--- src/rtl/mcu_subsys_bus.sv ---
// Single-master bus fabric: decodes host requests to ROM/RAM/PER slaves,
// with a per-transaction ready timeout and a sticky error log.
module mcu_subsys_bus #(
  parameter int unsigned TIMEOUT_CYCLES = 256
) (
  input  logic        clk,
  input  logic        rst_n,
  input  logic        mem_valid,
  input  logic [31:0] mem_addr,
  input  logic [31:0] mem_wdata,
  input  logic [3:0]  mem_wstrb,
  output logic        mem_ready,
  output logic [31:0] mem_rdata,
  output logic [31:0] slv_addr,
  output logic [31:0] slv_wdata,
  output logic [3:0]  slv_wstrb,
  output logic        rom_valid,
  output logic        ram_valid,
  output logic        per_valid,
  input  logic        rom_ready,
  input  logic        ram_ready,
  input  logic        per_ready,
  input  logic [31:0] rom_rdata,
  input  logic [31:0] ram_rdata,
  input  logic [31:0] per_rdata,
  output logic        bus_err,
  output logic [31:0] err_addr,
  output logic [7:0]  err_count
);

  typedef enum logic [1:0] {IDLE, BUSY, RESP, ERR} state_e;

  localparam logic [15:0] TO_LAST = 16'(TIMEOUT_CYCLES - 1);

  state_e      state_q, state_d;
  logic [2:0]  vld_q, vld_d;  // {per, ram, rom}; one-hot doubles as target select
  logic [15:0] cnt_q, cnt_d;
  logic [31:0] addr_q, addr_d, wdata_q, wdata_d, rdata_q, rdata_d;
  logic [31:0] eaddr_q, eaddr_d;
  logic [3:0]  wstrb_q, wstrb_d;
  logic [7:0]  ecnt_q, ecnt_d;
  logic        err_take;

  logic        hit_rom, hit_ram, hit_per, dec_err;
  logic        sel_rdy;
  logic [31:0] sel_rdata;

  always_comb begin
    hit_rom = (mem_addr[31:16] == 16'h0000);
    hit_ram = (mem_addr[31:16] == 16'h4000);
    hit_per = (mem_addr[31:8]  == 24'h80_0000);
    dec_err = !(hit_rom || hit_ram || hit_per) || (hit_rom && (mem_wstrb != 4'b0000));
  end

  // Only the selected slave can complete; other readys are masked out here.
  always_comb begin
    sel_rdy   = |(vld_q & {per_ready, ram_ready, rom_ready});
    sel_rdata = 32'h0;
    unique case (vld_q)
      3'b001:  sel_rdata = rom_rdata;
      3'b010:  sel_rdata = ram_rdata;
      3'b100:  sel_rdata = per_rdata;
      default: sel_rdata = 32'h0;
    endcase
  end

  always_comb begin
    state_d  = state_q;
    vld_d    = vld_q;
    cnt_d    = cnt_q;
    addr_d   = addr_q;
    wdata_d  = wdata_q;
    wstrb_d  = wstrb_q;
    rdata_d  = rdata_q;
    eaddr_d  = eaddr_q;
    ecnt_d   = ecnt_q;
    err_take = 1'b0;
    unique case (state_q)
      IDLE: begin
        if (mem_valid) begin
          if (dec_err) begin
            state_d  = ERR;
            rdata_d  = 32'h0;
            eaddr_d  = mem_addr;
            err_take = 1'b1;
          end else begin
            state_d = BUSY;
            vld_d   = {hit_per, hit_ram, hit_rom};
            cnt_d   = 16'h0;
            addr_d  = mem_addr;
            wdata_d = mem_wdata;
            wstrb_d = mem_wstrb;
          end
        end
      end
      BUSY: begin
        if (sel_rdy) begin
          state_d = RESP;
          vld_d   = 3'b000;
          rdata_d = sel_rdata;
        end else if (cnt_q == TO_LAST) begin
          state_d  = ERR;
          vld_d    = 3'b000;
          rdata_d  = 32'h0;
          eaddr_d  = addr_q;
          err_take = 1'b1;
        end else begin
          cnt_d = cnt_q + 16'd1;
        end
      end
      RESP:    state_d = IDLE;
      ERR:     state_d = IDLE;
      default: state_d = IDLE;
    endcase
    if (err_take && (ecnt_q != 8'hFF)) ecnt_d = ecnt_q + 8'd1;
  end

  always_ff @(posedge clk or negedge rst_n) begin
    if (!rst_n) begin
      state_q <= IDLE;
      vld_q   <= 3'b000;
      cnt_q   <= 16'h0;
      addr_q  <= 32'h0;
      wdata_q <= 32'h0;
      wstrb_q <= 4'h0;
      rdata_q <= 32'h0;
      eaddr_q <= 32'h0;
      ecnt_q  <= 8'h0;
    end else begin
      state_q <= state_d;
      vld_q   <= vld_d;
      cnt_q   <= cnt_d;
      addr_q  <= addr_d;
      wdata_q <= wdata_d;
      wstrb_q <= wstrb_d;
      rdata_q <= rdata_d;
      eaddr_q <= eaddr_d;
      ecnt_q  <= ecnt_d;
    end
  end

  assign mem_ready = (state_q == RESP) || (state_q == ERR);
  assign bus_err   = (state_q == ERR);
  assign mem_rdata = rdata_q;
  assign slv_addr  = addr_q;
  assign slv_wdata = wdata_q;
  assign slv_wstrb = wstrb_q;
  assign rom_valid = vld_q[0];
  assign ram_valid = vld_q[1];
  assign per_valid = vld_q[2];
  assign err_addr  = eaddr_q;
  assign err_count = ecnt_q;

endmodule

--- config.mk ---
export PLATFORM = sky130hd
export DESIGN_NAME = mcu_subsys_bus
export DESIGN_NICKNAME = d
export VERILOG_FILES = /design/src/rtl/mcu_subsys_bus.sv
export SDC_FILE = /design/constraint.sdc
export NUM_CORES = 1
export LEC_CHECK = 0
export ABC_AREA = 0
export CORE_ASPECT_RATIO = 0.75
export CORE_MARGIN = 4
export CORE_UTILIZATION = 44
export CTS_BUF_LIST = sky130_fd_sc_hd__clkbuf_4
export DETAILED_ROUTE_END_ITERATION = 7
export MAX_ROUTING_LAYER = met4
export PLACE_DENSITY_LB_ADDON = 0.05
export SYNTH_ARGS = -nofsm -noshare
export SYNTH_HDL_FRONTEND = slang
export SYNTH_SLANG_ARGS = --single-unit
export TNS_END_PERCENT = 30
--- constraint.sdc ---
create_clock -name clk -period 3.2 [get_ports clk]
set_clock_uncertainty 0.15 [all_clocks]
set_input_delay 0.64 -clock clk [delete_from_list [all_inputs] [get_ports clk]]
set_output_delay 0.64 -clock clk [all_outputs]
set_load 0.005 [all_outputs]
==> Word level (Yosys, flattened, before mapping) <==
Cells that the tools add are included.
Widths: inputs -> output; s select.
{ "op_classes": {"eq_ne": 17, "bitwise": 2, "n_reduce_logical": 19, "n_addsub": 2, "mux": 31} }
{ "op_table": {"columns": ["op", "n"], "rows": [
  ["$mux 32", 8],
  ["$pmux 32 s2", 2],
  ["$pmux 32 s3", 1],
  ["$mux 16", 4],
  ["$pmux 16 s2", 1],
  ["$eq 24x24->1 const B", 1],
  ["$add 16x1->16 const B", 1],
  ["$eq 16x15->1 const B", 1],
  ["$eq 16x8->1 const B", 1],
  ["$logic_not 16->1", 1],
  ["$mux 3", 4],
  ["$ne 2x2->1 const B", 6],
  ["$reduce_and 5->1", 2],
  ["$add 8x1->8 const B", 1],
  ["$mux 2", 4],
  ["$ne 8x8->1 const B", 1],
  ["$reduce_and 4->1", 2],
  ["$pmux 2 s3", 1],
  ["$pmux 3 s2", 1],
  ["$eq 2x2->1 const B", 2],
  ["$logic_or 1x1->1", 4],
  ["$mux 1", 4],
  ["$reduce_bool 4->1", 1],
  ["$and 3x3->3", 1],
  ["15 further kinds", 16]
]} }
{ "word_totals": {"regBits": 161, "word_cells": 80, "output_inout_bits": 145} }

==> Logic depth before layout (Yosys ltp) <==
{ "depth": {"word_depth": 9, "depth_mapped": 7, "mapped_depth_nobuf": 6} }

==> Least setup slack after synthesis <==
No wires, ideal clock.
{ "synth_timing": {"path_kind": "input -> register", "from": "in mem_addr[30]", "to": "reg eaddr_q[23], in the netlist err_addr[23]", "path_stages": 7, "path_slack_ps": 639, "arrival_time_ps": 2261, "setup_time_ps": 150, "cell_sequence": "or4_1 > o31ai_2 > nand3_1 > buf_2 > clkbuf_1 > a21oi_1 > a41oi_1"} }
{ "synth_between": {"elab_chain_cells": 7, "elab_cells_between_ends": 10} }
{ "synth_rtl": {"columns": ["element", "line", "text"], "rows": [
  ["from (decl)", "9", "input logic [31:0] mem_addr,"],
  ["$eq 16x15->1 / $logic_not 16->1 (equally long branches)", "50, 49", null],
  ["$logic_or 1x1->1 (2 in series)", "52", "dec_err = !(hit_rom || hit_ram || hit_per) || (hit_rom && (mem_wstrb != 4'b0000));"],
  ["$logic_not 1->1", "52", null],
  ["$logic_or 1x1->1 *", "52", null],
  ["$ne 2x2->1 (no line) *", null, null],
  ["$reduce_and 5->1 (no line) *", null, null],
  ["to (signal assigned)", "137", "eaddr_q <= eaddr_d;"],
  ["to (decl)", "39", "logic [31:0] eaddr_q, eaddr_d;"]
]} }
Mark *: on every way between the ends. The rest lies on a longest branch, timed or not.
A chain may end at the register's enable or synchronous reset.

==> Worst setup path after layout <==
{ "layout_timing": {"from": "reg vld_q[0]", "to": "out rom_valid"} }
{ "layout_rtl": {"columns": ["element", "line", "text"], "rows": [
  ["from (decl)", "36", "logic [2:0] vld_q, vld_d;"],
  ["from (signal assigned)", "131", "vld_q <= vld_d;"],
  ["to (decl)", "17", "output logic rom_valid,"]
]} }
No word-level cell between the ends.

==> metrics <==
clk_lat worst skew 0.55 ns; XOR/XNOR share of the synthesized area 0.00594; Ports 315; total chip power 6.19 mW; maxcap violations 0; final hold vios 0; RSZ-0062 raised after global routing no; Compound-Gate Fraction of Synth Area 0.204; PostCTS Resize Cnt 0; critical path peak fanout 34; NetSw 2.16 mW; Nets approximately 1200; Port Buf Inserts 314; synth unique cells 49; largest net degree at the start of global routing a little under 70; Die Area 18900 um^2; CTS max path bufs 2; status complete, no violations; starting DRC count in detailed routing 449; Net Sw Frac 0.349; vias in the first global route 7129; Logic pwr share 0.365; Crit. Startpoint vld_q[0]$_DFFE_PN0P_; Slowest-stage cell, CP clkdlybuf4s50_1; Rows 40; gpl congestion 0.907; TritonCTS Buffers 17; Die H 120 um; startpoint types flip-flop; layout cell share with drive strength beyond 1 0.116; Final Max Slew Viols 0; mux cell area share after synthesis 0.0839; area delta synth->final 50.7%; Final HPWL DP about 18000 um; clock period minus final worst setup slack 2.68 ns; Mapped Nets roughly 860; Simple-Gate Fraction of Synth Area 0.122; main combinational cell family by area after synthesis compound AO/OA/AOI/OAI gates; Final setup violation count 0; Avg Inst Size Synth 10.6 um^2; crit path cell chain buf_4 -> clkdlybuf4s50_1; Flop pwr share 0.423; peak supply drop 0.000297 V; via/cell ratio about 5.6; LEAKAGE 4.66 nW; routed vias 6850; Synth Area in Adders 0.00340; Hold Crit Class reg -> reg; gr ovfl total 0; gr usage total 0.255; WL/cell between 15 and 20 um; synth warn 0; Post-route DRC 0; worst slew pin tran between 1 and 1.5 ns; setup TNS 0 ns; # H-tree levels 4; drt total wl ~24000 um; Antenna Nets Post-Route 0; flops & latches, synth 161; first drt pass iteration count 5; Die X 157 um; first-pass GRT wire length 37300 um; effective utilization at floorplan 0.454; CTS clk-pin slew, worst paths 0.13 ns; clock power share 0.212; FMAX 373 MHz; Buf/Inv on CP 2; CTS tree built; Mapped Cells roughly 690; fin crit share 0.838; register area share after synthesis 0.547; CP top delay family buffers and inverters; Hold Crit Start mem_rdata[0]$_DFFE_PN0P_; CP peak stage delay 0.57 ns; Post-Syn Area ~7400 um^2; Worst setup EP type primary output; core area 16200 um^2; Crit path arrival time 1.89 ns; CP required 2.41 ns; Sink Count between 150 and 200; FF-to-FF Start vld_q[1]$_DFFE_PN0P_; Clock Tree Root clkbuf_4; Power Density around 560 nW/um^2; CP Class reg -> out; initial antenna violation count 1; internal power 4.03 mW; max_slew headroom 0.146
kinds of logic after synthesis:
group,Yosys count
AOI/OAI and AO/OA,215
and+or+nand+nor,192
DFF,161
buffers and inverters,62
muxes,55
xor gates and xnor gates,5
adders and majority gates,2
final timing paths:
kind,slack (ns),end,cells after the start
max in group asynchronous,1.78,cnt_q[10]$_DFFE_PN0P_,3
min reg2reg,0.36,mem_rdata[0]$_DFFE_PN0P_,1
min,0.36,mem_rdata[0]$_DFFE_PN0P_,1
max,0.52,rom_valid,2
max reg2reg,0.60,mem_rdata[12]$_DFFE_PN0P_,5
min in group asynchronous,0.41,slv_wdata[30]$_DFFE_PN0P_,2
repair_timing:
action	4_1_cts	5_1_grt
hold buffers	1	0
endpoints found under the hold margin	42	0
buffers inserted	0	0
power by group through the flow:
stage / Combinational (mW) / Clock (mW) / Sequential (mW)
floorplan: 1.10 / 0 / 2.60
global placement: 2.17 / 0 / 2.63
detailed placement: 2.26 / 0 / 2.64
CTS: 2.26 / 1.35 / 2.61
global route: 2.44 / 1.42 / 2.65
finish: 2.26 / 1.31 / 2.62
cells in the mapped netlist, drive strengths merged:
master | instances | area share
o211ai | 3 | 0.0037
nand3 | 11 | 0.0075
or3 | 3 | 0.0025
a21oi | 78 | 0.053
inv | 8 | 0.0041
or2 | 1 | 0.00085
mux2 | 54 | 0.083
a22oi | 34 | 0.035
o31ai | 1 | 0.0017
and4 | 1 | 0.0012
a22o | 1 | 0.0012
o41a | 1 | 0.0015
nor2 | 48 | 0.025
a2bb2oi | 3 | 0.0036
ha | 2 | 0.0034
mux2i | 1 | 0.0014
and2 | 16 | 0.014
o31a | 1 | 0.0012
a21o | 2 | 0.0020
and3 | 4 | 0.0034
nor3b | 1 | 0.0010
nor2b | 5 | 0.0042
a31oi | 9 | 0.0076
a41o | 1 | 0.0014
nor4b | 1 | 0.0012
a222oi | 1 | 0.0014
dfrtp | 161 | 0.55
nand4 | 6 | 0.0059
o21a | 2 | 0.0020
nor4 | 6 | 0.0051
clkbuf | 39 | 0.020
a21boi | 2 | 0.0020
o21ai | 8 | 0.0054
or4 | 5 | 0.0051
o2bb2ai | 33 | 0.039
xnor2 | 5 | 0.0059
a41oi | 35 | 0.042
nand2b | 1 | 0.00085
nor3 | 4 | 0.0034
nand2 | 79 | 0.041
buf | 15 | 0.010
flip-flops by register name, summed over array words and instances (netlist names):
register / flops
err_addr: 32
mem_rdata: 32
slv_addr: 32
slv_wdata: 32
cnt_q: 16
err_count: 8
slv_wstrb: 4
vld_q: 3
state_q: 2
area by class of cell:
type	instances	area, um^2
Inverter	8	30.0
Multi-Input combinational cell	469	3130
Clock buffer	17	128
Antenna cell	1	2.50
Fill cell	1223	5110
Sequential cell	161	4030
Clock inverter	15	180
Timing Repair Buffer	332	3340
Tap cell	210	263
worst reg2reg max path: stages, from the launching register on:
cell,delay [ns]
dfrtp_1,0.49
nor2b_2,1.05
nor2_1,0.11
nor2_1,0.22
o21ai_4,0.25
o2bb2ai_1,0.26
metal layers:
layer  global-route usage  share of wire  wire (um)  vias to the layer above
met5                    -              0          0                        -
met2                0.412           0.51      12100                      270
li1                     -              -          -                     3152
met1                0.313           0.40       9440                     3399
met4               0.0661          0.017        413                        0
met3               0.0793          0.078       1850                       29
stage by stage:
stage / hold WS, ns / util / cells / setup slack, ns / cell area, um^2
detailed placement: 0.324 / 0.665 / 1179 / 0.0946 / 10800
CTS: 0.360 / 0.684 / 1212 / 0.474 / 11100
global placement: 0.321 / 0.665 / 1179 / 0.145 / 10800
finish: 0.357 / 0.685 / 1213 / 0.520 / 11100
global route: 0.372 / 0.685 / 1213 / 0.398 / 11100
floorplan: 0.194 / - / 692 / 0.639 / 7370
layout by cell type (no fill, tap or decap), types with 17 or more instances in the layout:
cell / n
nor2_1: 47
dfrtp_1: 161
o2bb2ai_1: 33
clkbuf_4: 17
a21oi_1: 77
clkdlybuf4s50_1: 313
mux2_2: 53
nand2_1: 78
a41oi_1: 35
a22oi_1: 34
Power figures use the tool's default switching activity.
